--- src/rtl/eth_pkg.sv ---
// Shared definitions for the RMII Ethernet receive path (rx front end, cksum, bench).
package eth_pkg;

    typedef enum logic [1:0] {
        IDLE,
        PREAMBLE,
        DATA,
        DROP
    } rx_state_t;

    localparam logic [1:0]  PREAMBLE_DIBIT = 2'b01;
    localparam logic [1:0]  SFD_DIBIT      = 2'b11;
    localparam int unsigned MIN_PREAMBLE   = 28;
    localparam int unsigned MAX_DIBITS     = 6104;

    localparam int unsigned PCOUNT_W = 6;
    localparam int unsigned DCOUNT_W = $clog2(MAX_DIBITS + 1);

endpackage

--- src/rtl/ether_rx_if.sv ---
// RMII receive dibits in, payload dibit stream plus frame markers out.
interface ether_rx_if;

    logic       crsdv;
    logic [1:0] rxd;
    logic       axiov;
    logic [1:0] axiod;
    logic       sof;
    logic       eof;
    logic       err;

    modport master (
        output crsdv, rxd,
        input  axiov, axiod, sof, eof, err
    );

    modport slave (
        input  crsdv, rxd,
        output axiov, axiod, sof, eof, err
    );

endinterface

--- src/rtl/ether_rx.sv ---
// RMII receive front end: validates preamble/SFD and forwards payload dibits
// (destination MAC through FCS) with sof/eof/err markers, all registered.
module ether_rx
    import eth_pkg::*;
(
    input  logic       clk,
    input  logic       rst,
    ether_rx_if.slave  rx
);

    localparam logic [PCOUNT_W-1:0] PMin = PCOUNT_W'(MIN_PREAMBLE);
    localparam logic [PCOUNT_W-1:0] POne = PCOUNT_W'(1);
    localparam logic [DCOUNT_W-1:0] DMax = DCOUNT_W'(MAX_DIBITS);
    localparam logic [DCOUNT_W-1:0] DOne = DCOUNT_W'(1);

    rx_state_t             state_q;
    logic [PCOUNT_W-1:0]   pcount_q;
    logic [DCOUNT_W-1:0]   dcount_q;
    logic                  axiov_q;
    logic [1:0]            axiod_q;
    logic                  sof_q;
    logic                  eof_q;
    logic                  err_q;

    always_ff @(posedge clk or posedge rst) begin
        if (rst) begin
            state_q  <= IDLE;
            pcount_q <= '0;
            dcount_q <= '0;
            axiov_q  <= 1'b0;
            axiod_q  <= '0;
            sof_q    <= 1'b0;
            eof_q    <= 1'b0;
            err_q    <= 1'b0;
        end else begin
            axiov_q <= 1'b0;
            sof_q   <= 1'b0;
            eof_q   <= 1'b0;
            err_q   <= 1'b0;
            axiod_q <= rx.rxd;
            unique case (state_q)
                IDLE: begin
                    if (rx.crsdv) begin
                        if (rx.rxd == PREAMBLE_DIBIT) begin
                            state_q  <= PREAMBLE;
                            pcount_q <= POne;
                        end else begin
                            state_q <= DROP;
                            err_q   <= 1'b1;
                        end
                    end
                end
                PREAMBLE: begin
                    if (!rx.crsdv) begin
                        state_q <= IDLE;
                    end else if (rx.rxd == PREAMBLE_DIBIT) begin
                        if (pcount_q != '1) pcount_q <= pcount_q + POne;
                    end else if (rx.rxd == SFD_DIBIT && pcount_q >= PMin) begin
                        state_q  <= DATA;
                        dcount_q <= '0;
                    end else begin
                        state_q <= DROP;
                        err_q   <= 1'b1;
                    end
                end
                DATA: begin
                    if (!rx.crsdv) begin
                        state_q <= IDLE;
                        eof_q   <= 1'b1;
                    end else if (dcount_q == DMax) begin
                        // Overlength: the dibit that would exceed the limit is not forwarded.
                        state_q <= DROP;
                        err_q   <= 1'b1;
                    end else begin
                        axiov_q  <= 1'b1;
                        sof_q    <= (dcount_q == '0);
                        dcount_q <= dcount_q + DOne;
                    end
                end
                DROP: begin
                    if (!rx.crsdv) state_q <= IDLE;
                end
                default: state_q <= IDLE;
            endcase
        end
    end

    assign rx.axiov = axiov_q;
    assign rx.axiod = axiod_q;
    assign rx.sof   = sof_q;
    assign rx.eof   = eof_q;
    assign rx.err   = err_q;

endmodule

--- src/flat_wrapper.sv ---
// flat-port wrapper written by rule: the top's interface ports become plain ports
module ether_rx_flat import eth_pkg::*;
  (clk, rst, rx_crsdv, rx_rxd, rx_axiov, rx_axiod, rx_sof, rx_eof, rx_err);
  ether_rx_if rx_i ();
  input  logic clk;
  input  logic rst;
  input wire logic [$bits(rx_i.crsdv)-1:0] rx_crsdv;
  input wire logic [$bits(rx_i.rxd)-1:0] rx_rxd;
  output wire logic [$bits(rx_i.axiov)-1:0] rx_axiov;
  output wire logic [$bits(rx_i.axiod)-1:0] rx_axiod;
  output wire logic [$bits(rx_i.sof)-1:0] rx_sof;
  output wire logic [$bits(rx_i.eof)-1:0] rx_eof;
  output wire logic [$bits(rx_i.err)-1:0] rx_err;
  assign rx_i.crsdv = rx_crsdv;
  assign rx_i.rxd = rx_rxd;
  assign rx_axiov = rx_i.axiov;
  assign rx_axiod = rx_i.axiod;
  assign rx_sof = rx_i.sof;
  assign rx_eof = rx_i.eof;
  assign rx_err = rx_i.err;
  ether_rx u_core (.clk(clk), .rst(rst), .rx(rx_i));
endmodule
--- config.mk ---
export PLATFORM = sky130hd
export DESIGN_NAME = ether_rx_flat
export DESIGN_NICKNAME = d
export VERILOG_FILES = /design/src/rtl/eth_pkg.sv /design/src/rtl/ether_rx_if.sv /design/src/rtl/ether_rx.sv /design/src/flat_wrapper.sv
export SDC_FILE = /design/constraint.sdc
export NUM_CORES = 1
export LEC_CHECK = 0
export ABC_AREA = 1
export CAP_MARGIN = 40
export CORE_MARGIN = 2
export CORE_UTILIZATION = 61
export CTS_BUF_LIST = sky130_fd_sc_hd__clkbuf_4
export CTS_CLUSTER_SIZE = 25
export DETAILED_ROUTE_END_ITERATION = 6
export PLACE_DENSITY = 0.93
export SYNTH_ARGS = -nofsm -noshare
export SYNTH_HDL_FRONTEND = slang
export SYNTH_SLANG_ARGS = --single-unit
--- constraint.sdc ---
create_clock -name clk -period 1.98 [get_ports clk]
set_clock_uncertainty 0.15 [all_clocks]
set_input_delay 0.297 -clock clk [delete_from_list [all_inputs] [get_ports clk]]
set_output_delay 0.297 -clock clk [all_outputs]
set_load 0.01 [all_outputs]
Yosys cells after proc, flatten, opt, wreduce, memory -nomap -nowiden
Cells that the tools add are included.
{"block": "classes", "add_sub_neg": 2, "n_eq_ne": 19, "muxes": 37, "n_shift": 0, "magnitude_cmp": 1, "reduce_logical": 8, "n_mul": 0, "n_div": 0, "bitwise_logic": 0}
{"op": "13-bit two-way mux", "n": 5}
{"op": "6-bit two-way mux", "n": 5}
{"op": "13-bit case mux with 2 select lines", "n": 1}
{"op": "1-bit two-way mux", "n": 16}
{"op": "2-bit two-way mux", "n": 7}
{"op": "13-bit by 1-bit adder with 13-bit output, second input constant", "n": 1}
{"op": "13-bit equality test, second input constant", "n": 1}
{"op": "13-bit zero test", "n": 1}
{"op": "2-bit inequality test, second input constant", "n": 6}
{"op": "6-bit case mux with 2 select lines", "n": 1}
{"op": "6-bit AND reduction", "n": 2}
{"op": "2-bit by 1-bit inequality test with 1-bit output, second input constant", "n": 4}
{"op": "2-bit case mux with 4 select lines", "n": 1}
{"op": "6-bit by 1-bit adder with 6-bit output, second input constant", "n": 1}
{"op": "2-bit equality test, second input constant", "n": 3}
{"op": "6-bit by 5-bit greater-or-equal comparator with 1-bit output, second input constant", "n": 1}
{"op": "6-bit inequality test, second input constant", "n": 1}
{"op": "2-bit by 1-bit equality test with 1-bit output, second input constant", "n": 2}
{"op": "4-bit AND reduction", "n": 1}
{"op": "2-bit nonzero test", "n": 2}
{"op": "3-bit by 2-bit inequality test with 1-bit output, second input constant", "n": 1}
{"op": "3-bit inequality test, second input constant", "n": 1}
{"op": "1-bit case mux with 3 select lines", "n": 1}
{"op": "2-bit zero test", "n": 1}
{"op": "1-bit logical AND", "n": 1}
{"block": "totals", "wordCells": 75, "ramBits": 0, "latchBits": 0, "in_bits": 5, "mem_count": 0, "romBits": 0, "register_bits": 27}

Longest topological paths before layout
Gate-level depths: netlist of run 1.
{"block": "depth", "depth_word": 6, "depth_mapped": 10, "depth_no_buf": 9}

Worst setup path after synthesis of run 1
No wires, ideal clock.
{"block": "synth_timing", "path_kind": "register to register", "startpoint": "register u_core.dcount_q[0]", "endpoint": "register u_core.dcount_q[7]", "stages_incl_launch_ff": 9, "t_required_ps": 1704, "setup_slack_ps": 352, "path_buffers": 1, "arrival_time_ps": 1352, "path_cell_list": "dfrtp_1 > inv_1 > ha_1 > nand2_1 > nor2_1 > nand4_4 > nand3_4 > buf_8 > o21ai_0"}
{"block": "synth_between", "elab_chain_cells": 4, "word_cells_on_any_way": 7, "cone_classes": "add/sub (1); eq/ne (2); mux (3); reduce/logical (1)"}
{"item": "from (decl)", "line_no": "ether_rx.sv:18", "rtl": "logic [DCOUNT_W-1:0] dcount_q;"}
{"item": "from (signal assigned)", "line_no": "ether_rx.sv:77", "rtl": "dcount_q <= dcount_q + DOne;"}
{"item": "13-bit by 1-bit adder with 13-bit output", "line_no": "ether_rx.sv:77"}
{"item": "13-bit two-way mux", "line_no": "ether_rx.sv:70", "rtl": "end else if (dcount_q == DMax) begin"}
{"item": "13-bit two-way mux", "line_no": "ether_rx.sv:67", "rtl": "if (!rx.crsdv) begin"}
{"item": "13-bit case mux with 2 select lines", "line_no": "ether_rx.sv:41", "rtl": "unique case (state_q)"}
Several ways; a longest one is shown, not always the timed one. The select of a mux whose other input is x is not followed.
A chain may end at the register's enable or synchronous reset.

Worst setup path in the final report of run 1
{"block": "layout_timing", "startpoint": "register u_core.state_q[0]", "endpoint": "register u_core.dcount_q[7]"}
{"block": "layout_between", "elab_chain_cells": 3, "word_cells_on_any_way": 10, "cone_classes": "eq/ne (7); mux (1); reduce/logical (2)"}
{"item": "from (decl)", "line_no": "ether_rx.sv:16", "rtl": "rx_state_t state_q;"}
{"item": "from (signal assigned)", "line_no": "ether_rx.sv:27", "rtl": "state_q <= IDLE;"}
{"item": "from (signal assigned)", "line_no": "ether_rx.sv:45", "rtl": "state_q <= PREAMBLE;"}
{"item": "from (signal assigned)", "line_no": "ether_rx.sv:48", "rtl": "state_q <= DROP;"}
{"item": "2-bit equality test / 2-bit by 1-bit equality test with 1-bit output (equally long branches)", "line_no": "ether_rx.sv:41"}
{"item": "2-bit inequality test (no source line) (tied with other cells)"}
{"item": "6-bit AND reduction (no source line)"}
Several ways; a longest one is shown, not always the timed one.

==> impl_metrics.json, run 1 <==
{
  "rows": 19,
  "slew_headroom": 0.773,
  "grt_pass1_vias": 1476,
  "vdd_drop_max_mv": 1.00,
  "placed_area_um2": 1940,
  "clock-sinks": 27,
  "wl_met3_um": 192,
  "port_buffers": 10,
  "syn_area_per_cell_um2": 7.45,
  "tightest_slew_ns": 0.340,
  "cts-buffers-inserted": 3,
  "htreeDepth": 1,
  "netlist_instances": 238,
  "clk_latency_ns": 0.34,
  "min_period_ns": 1.87,
  "status": "complete, no violations",
  "final_layout_size_suffix_gt1_frac": 0.141,
  "viasPerCell": 5.36,
  "worstSetupPathType": "flip-flop to flip-flop",
  "grt.overflow.total": 0,
  "arrival_ns": 1.94,
  "post_cts_buffers": 0,
  "period_share": 0.942,
  "power_density_nw_per_um2": 961,
  "maxCapViolCount": 0,
  "clk_pin_slew_ns": 0.14,
  "synth_top_area_share": 0.381,
  "hold_viol_final": 0,
  "top_layer_used": "met4",
  "wl_met1_um": 1640,
  "worstSetupStartpointType": "flip-flop",
  "drv_slew": 0,
  "track_usage": 0.256,
  "die_y_um": 57.9,
  "fin_nets": 271,
  "drt_iter0_drc": 70,
  "utilization": 0.716,
  "finalSetupViolCount": 0,
  "p_leak_nw": 0.960,
  "synth_area_leader_cell": "dfrtp_1",
  "dieArea_um2": 3350,
  "fp.dieW_um": 57.9,
  "holdWs_ns": 0.149,
  "synth_seq_cells": 27,
  "cts_tree": "done",
  "layout_setup_ws_ns": 0.115,
  "first_pass_iters": 4,
  "syn_to_final_growth_pct": 11.4,
  "routed-via-count": 1539,
  "wirelength_um": 3630,
  "ant_nets": 0,
  "place_congestion": 0.863,
  "yosys_warnings": 0,
  "initial_utilization": 0.643,
  "cts-root-buf": "clkbuf_4",
  "n_antenna_cell": 0,
  "clock_path_buffers": 2,
  "worstHoldPathType": "primary input to async pin",
  "worstPathMaxFanout": 16,
  "ios": 11,
  "setup_tns_ns": 0,
  "netlist-cell-type-count": 27,
  "post_drt_wl_per_cell_um": 12.7,
  "synth_seq_area_share": 0.381,
  "antenna_found_initial": 0,
  "drc_errors": 0,
  "postLayoutCellArea_um2": 1980,
  "cts_resized": 0,
  "hold_buffers": 0,
  "endpoint_kind": "flip-flop",
  "grt_start_max_net_pins": 28,
  "grt_pass1_wl_um": 6570,
  "yosys-top-cells-area": "dfrtp_1 38%, nand2_1 14%, nand3_1 7.1%, ha_1 6.4%, nor2_1 5.9%",
  "hpwl_um": 2710,
  "synthesis.nets": 252,
  "rsz0062_at_grt": "no",
  "clock.fmax_mhz": 536,
  "required_ns": 2.06,
  "dp_slack_ns": 0.113,
  "core_area_um2": 2760,
  "wl_met2_um": 1740,
  "synth_area_um2": 1770
}
==> worst max-delay path, cell delays in order (launching register included) <==
cell and delay [ns]:
dfrtp_1 0.44, inv_1 0.13, ha_1 0.32, nand2_1 0.15
nand2_1 0.15, nand3_4 0.11, buf_12 0.17, nand2_1 0.05
o21ai_0 0.08
==> Yosys cell counts, drive strengths merged <==
master / count
buf: 4
o21ai: 17
xor2: 1
or2: 4
clkbuf: 1
inv: 27
nand4: 10
nand2: 72
nor3: 1
a21boi: 1
dfrtp: 27
nor4: 2
ha: 9
a21oi: 2
nor2: 32
a21o: 2
nand3: 26
==> final cells by class <==
cell class	instances	area, µm²
Tap cell	31	38.8
Clock buffer	4	30.0
Multi-Input combinational cell	179	950
Fill cell	211	782
Sequential cell	27	676
Timing Repair Buffer	19	180
Inverter	27	101
==> path summary, 6_finish.rpt <==
| check | startpoint | to | slack [ns] | cells past startpoint |
|---|---|---|---|---|
| setup / recovery | u_core.state_q[0] | u_core.dcount_q[7] | 0.11 | 8 |
| hold / removal | rst | u_core.dcount_q[7] | 0.15 | 3 |
| setup reg to reg | u_core.state_q[0] | u_core.dcount_q[7] | 0.11 | 8 |
| hold reg to reg | u_core.dcount_q[1] | u_core.dcount_q[1] | 0.42 | 2 |
| max in group asynchronous | rst | u_core.dcount_q[5] | 1.27 | 3 |
| min in group clk | rx_rxd[1] | u_core.rx.axiod[1] | 0.30 | 1 |
==> logic make-up (layout without fill, tap and decap cells) <==
kind of cell             count (synthesis)  count (layout)  share of synthesized area
adder cells (fa/ha/maj)                  9               9                     0.0635
buffers and inverters                   32              50                     0.0847
flip-flops                              27              27                      0.381
XOR/XNOR                                 1               1                    0.00494
AO/OA/AOI/OAI                           22              22                     0.0790
AND/OR/NAND/NOR                        147             147                      0.387
==> metrics by stage <==
step	std cells	power [mW]
finish	287	1.90
floorplan	238	1.39
global placement	283	1.60
global route	287	2.05
detailed placement	283	1.64
CTS	287	1.90
==> cells in the final DEF (no fill, tap or decap), types with 2 or more instances in the layout <==
| cell type | n |
|---|---|
| a21oi_1 | 2 |
| or2_2 | 4 |
| o21ai_2 | 6 |
| nor2_4 | 2 |
| a21o_1 | 2 |
| nor4_1 | 2 |
| ha_1 | 8 |
| nand2_2 | 5 |
| nand2_1 | 67 |
| nand4_1 | 9 |
| nand3_1 | 25 |
| o21ai_0 | 7 |
| clkdlybuf4s50_1 | 10 |
| buf_4 | 8 |
| dfrtp_1 | 27 |
| nor2_1 | 28 |
| nor2_2 | 2 |
| clkbuf_4 | 4 |
| inv_1 | 26 |
| o21ai_1 | 4 |
==> per-layer routing <==
layer | track usage | vias to the layer above
met5 | 0 | -
met4 | 0.110 | 0
met3 | 0.0536 | 7
met2 | 0.406 | 42
met1 | 0.343 | 687
li1 | - | 803
==> state kept, by name, indices dropped and copies added (netlist names) <==
register / flops
u_core.dcount_q: 13
u_core.state_q: 2
u_core.rx.sof: 1
u_core.pcount_q: 6
u_core.rx.eof: 1
u_core.rx.err: 1
u_core.rx.axiod: 2
u_core.rx.axiov: 1
==> power breakdown <==
group          total [mW]  internal [mW]  switching (mW)
Sequential          0.765          0.658           0.107
Clock               0.257         0.0931           0.164
Combinational       0.878          0.350           0.527
Power figures use the tool's default switching activity.
==> run 2: changes to the inputs <==
--- a/config.mk
+++ b/config.mk
@@ -7,12 +7,14 @@
 export LEC_CHECK = 0
 export ABC_AREA = 1
 export CAP_MARGIN = 40
+export CELL_PAD_IN_SITES_DETAIL_PLACEMENT = 0
+export CELL_PAD_IN_SITES_GLOBAL_PLACEMENT = 1
 export CORE_MARGIN = 2
-export CORE_UTILIZATION = 61
+export CORE_UTILIZATION = 45
 export CTS_BUF_LIST = sky130_fd_sc_hd__clkbuf_4
 export CTS_CLUSTER_SIZE = 25
 export DETAILED_ROUTE_END_ITERATION = 6
-export PLACE_DENSITY = 0.93
+export PLACE_DENSITY = 0.92
 export SYNTH_ARGS = -nofsm -noshare
 export SYNTH_HDL_FRONTEND = slang
 export SYNTH_SLANG_ARGS = --single-unit
==> run 2 against run 1 <==
  * Die area up 33%
  * Final area increased by 0.70%
  * Count of clock-buffer cells in the layout shrank 1
  * Fmax rose by 7.2%
  * Sequential cell count is the same
  * Register-to-register slack improved by 0.13 ns
  * Combinational power is 4.0% lower
  * Sequential power down 0.9%
  * Worst hold slack got worse by 0.018 ns
  * Setup slack improved by 0.13 ns
  * Non-clock buffer count is 2 lower
  * Via count is 0.84% lower
  * Largest cell class unchanged
==> impl_metrics.json, run 2 (synthesis results as in run 1) <==
{
  "crit_path_top_delay_cell": "dfrtp_1",
  "period_share": 0.879,
  "postLayoutCellArea_um2": 1990,
  "worstSetupStartpointType": "flip-flop",
  "drc_errors": 0,
  "min_period_ns": 1.74,
  "viasPerCell": 5.04,
  "clk_latency_ns": 0.34,
  "grt_pass1_vias": 1439,
  "fin_nets": 270,
  "dieArea_um2": 4460,
  "post_drt_wl_per_cell_um": 12.1,
  "cpPeakStageDelay_ns": 0.38,
  "power_density_nw_per_um2": 937,
  "worstSetupPathType": "flip-flop to flip-flop",
  "ios": 11,
  "finalSetupViolCount": 0,
  "hpwl_um": 2590,
  "slew_headroom": 0.762,
  "post_cts_buffers": 0,
  "final_common_cell": "nand2_1",
  "rsz0062_at_grt": "no",
  "grt_pass1_wl_um": 6280,
  "routed-via-count": 1526,
  "clock.fmax_mhz": 575,
  "layout_setup_ws_ns": 0.241,
  "first_pass_iters": 4,
  "clk_pin_slew_ns": 0.16,
  "dp.cells": 298,
  "arrival_ns": 1.85,
  "mostFrequentLayoutCells": "66 x nand2_1, 27 x nor2_1, 27 x dfrtp_1, 26 x inv_1, 25 x nand3_1",
  "worstPathMaxFanout": 6,
  "final_cells": 303,
  "wirelength_um": 3670,
  "p_leak_nw": 0.946,
  "endpoint_kind": "flip-flop",
  "cts-buffers-inserted": 3,
  "grt.overflow.total": 0,
  "reg2reg_slack_ns": 0.24,
  "tightest_slew_ns": 0.357,
  "die_y_um": 66.8,
  "track_usage": 0.183,
  "reg.largest.list": "u_core.dcount_q x13, u_core.pcount_q x6",
  "path_cells": "buf_4 -> ha_1 -> nand2_1 -> nor2_2 -> nand4_1 -> nand2_1 -> nor2_1 -> nand2_1 -> nand2_1",
  "drv_slew": 0,
  "htreeDepth": 1,
  "place_congestion": 0.809,
  "ant_nets": 0,
  "antenna_found_initial": 0,
  "worstHoldPathType": "primary input to async pin",
  "n_antenna_cell": 0,
  "grt_start_max_net_pins": 28,
  "vdd_drop_max_mv": 0.491,
  "hold_viol_final": 0,
  "required_ns": 2.09,
  "cts-root-buf": "clkbuf_4",
  "cts_tree": "done",
  "status": "complete, no violations",
  "clock-sinks": 27,
  "rows": 22,
  "core_area_um2": 3720,
  "port_buffers": 10,
  "largest_register_ffs": 13,
  "drt_iter0_drc": 50,
  "largest-register": "u_core.dcount_q",
  "dp_slack_ns": 0.0837,
  "final_layout_size_suffix_gt1_frac": 0.141,
  "clock_path_buffers": 2,
  "path_common_cell": "nand2_1",
  "syn_to_final_growth_pct": 12.2,
  "placed_area_um2": 1940,
  "initial_utilization": 0.477,
  "fp.dieW_um": 66.8,
  "maxCapViolCount": 0,
  "setup_tns_ns": 0
}
## run 2: repair_timing
| action | 4_1_cts | 5_1_grt |
|---|---|---|
| hold buffers | 0 | 0 |
| gates resized for setup | 0 | 3 |
| endpoints found under the setup margin | 0 | 13 |
## run 2: per-layer routing
metal  wire [µm]  up-vias  track usage
li1            -      800            -
met1        1830      697        0.256
met2        1690       23        0.288
met3          87        6       0.0236
met4          59        0       0.0663
met5           0        -            0
## run 2: worst paths after layout
check | from | to | cells past startpoint
max | u_core.dcount_q[0] | u_core.dcount_q[12] | 9
min | rst | u_core.pcount_q[4] | 3
max reg2reg | u_core.dcount_q[0] | u_core.dcount_q[12] | 9
min reg2reg | u_core.state_q[1] | u_core.state_q[1] | 2
max in group asynchronous | rst | u_core.dcount_q[9] | 3
min in group clk | rx_rxd[0] | u_core.rx.axiod[0] | 1
## run 2: layout make-up
type / instances / area (µm²)
fillers: 364 / 1730
multi-input cells: 180 / 970
flip-flops and latches: 27 / 676
repair buffers: 17 / 153
inverters: 27 / 101
well taps: 48 / 60.1
clock buffers: 3 / 22.5
clock inverters: 1 / 7.51
## run 2: through the flow
step / power, mW / hold WS, ns / util
floorplan: 1.39 / 0.178 / -
global placement: 1.57 / 0.367 / 0.521
detailed placement: 1.57 / 0.376 / 0.521
CTS: 1.84 / 0.141 / 0.529
global route: 2.03 / 0.153 / 0.535
finish: 1.86 / 0.131 / 0.535
## run 2: where the power goes
part	switching, mW	internal (mW)
clock	0.185	0.0777
sequential	0.100	0.658
combinational	0.536	0.307
total	0.821	1.04
## run 2: critical path: cells and delay by family (launching register included)
family        cells  cell delay [ns]
fa+ha+maj         1             0.24
buf+inv           1             0.13
flops             1             0.38
simple gates      7             0.75
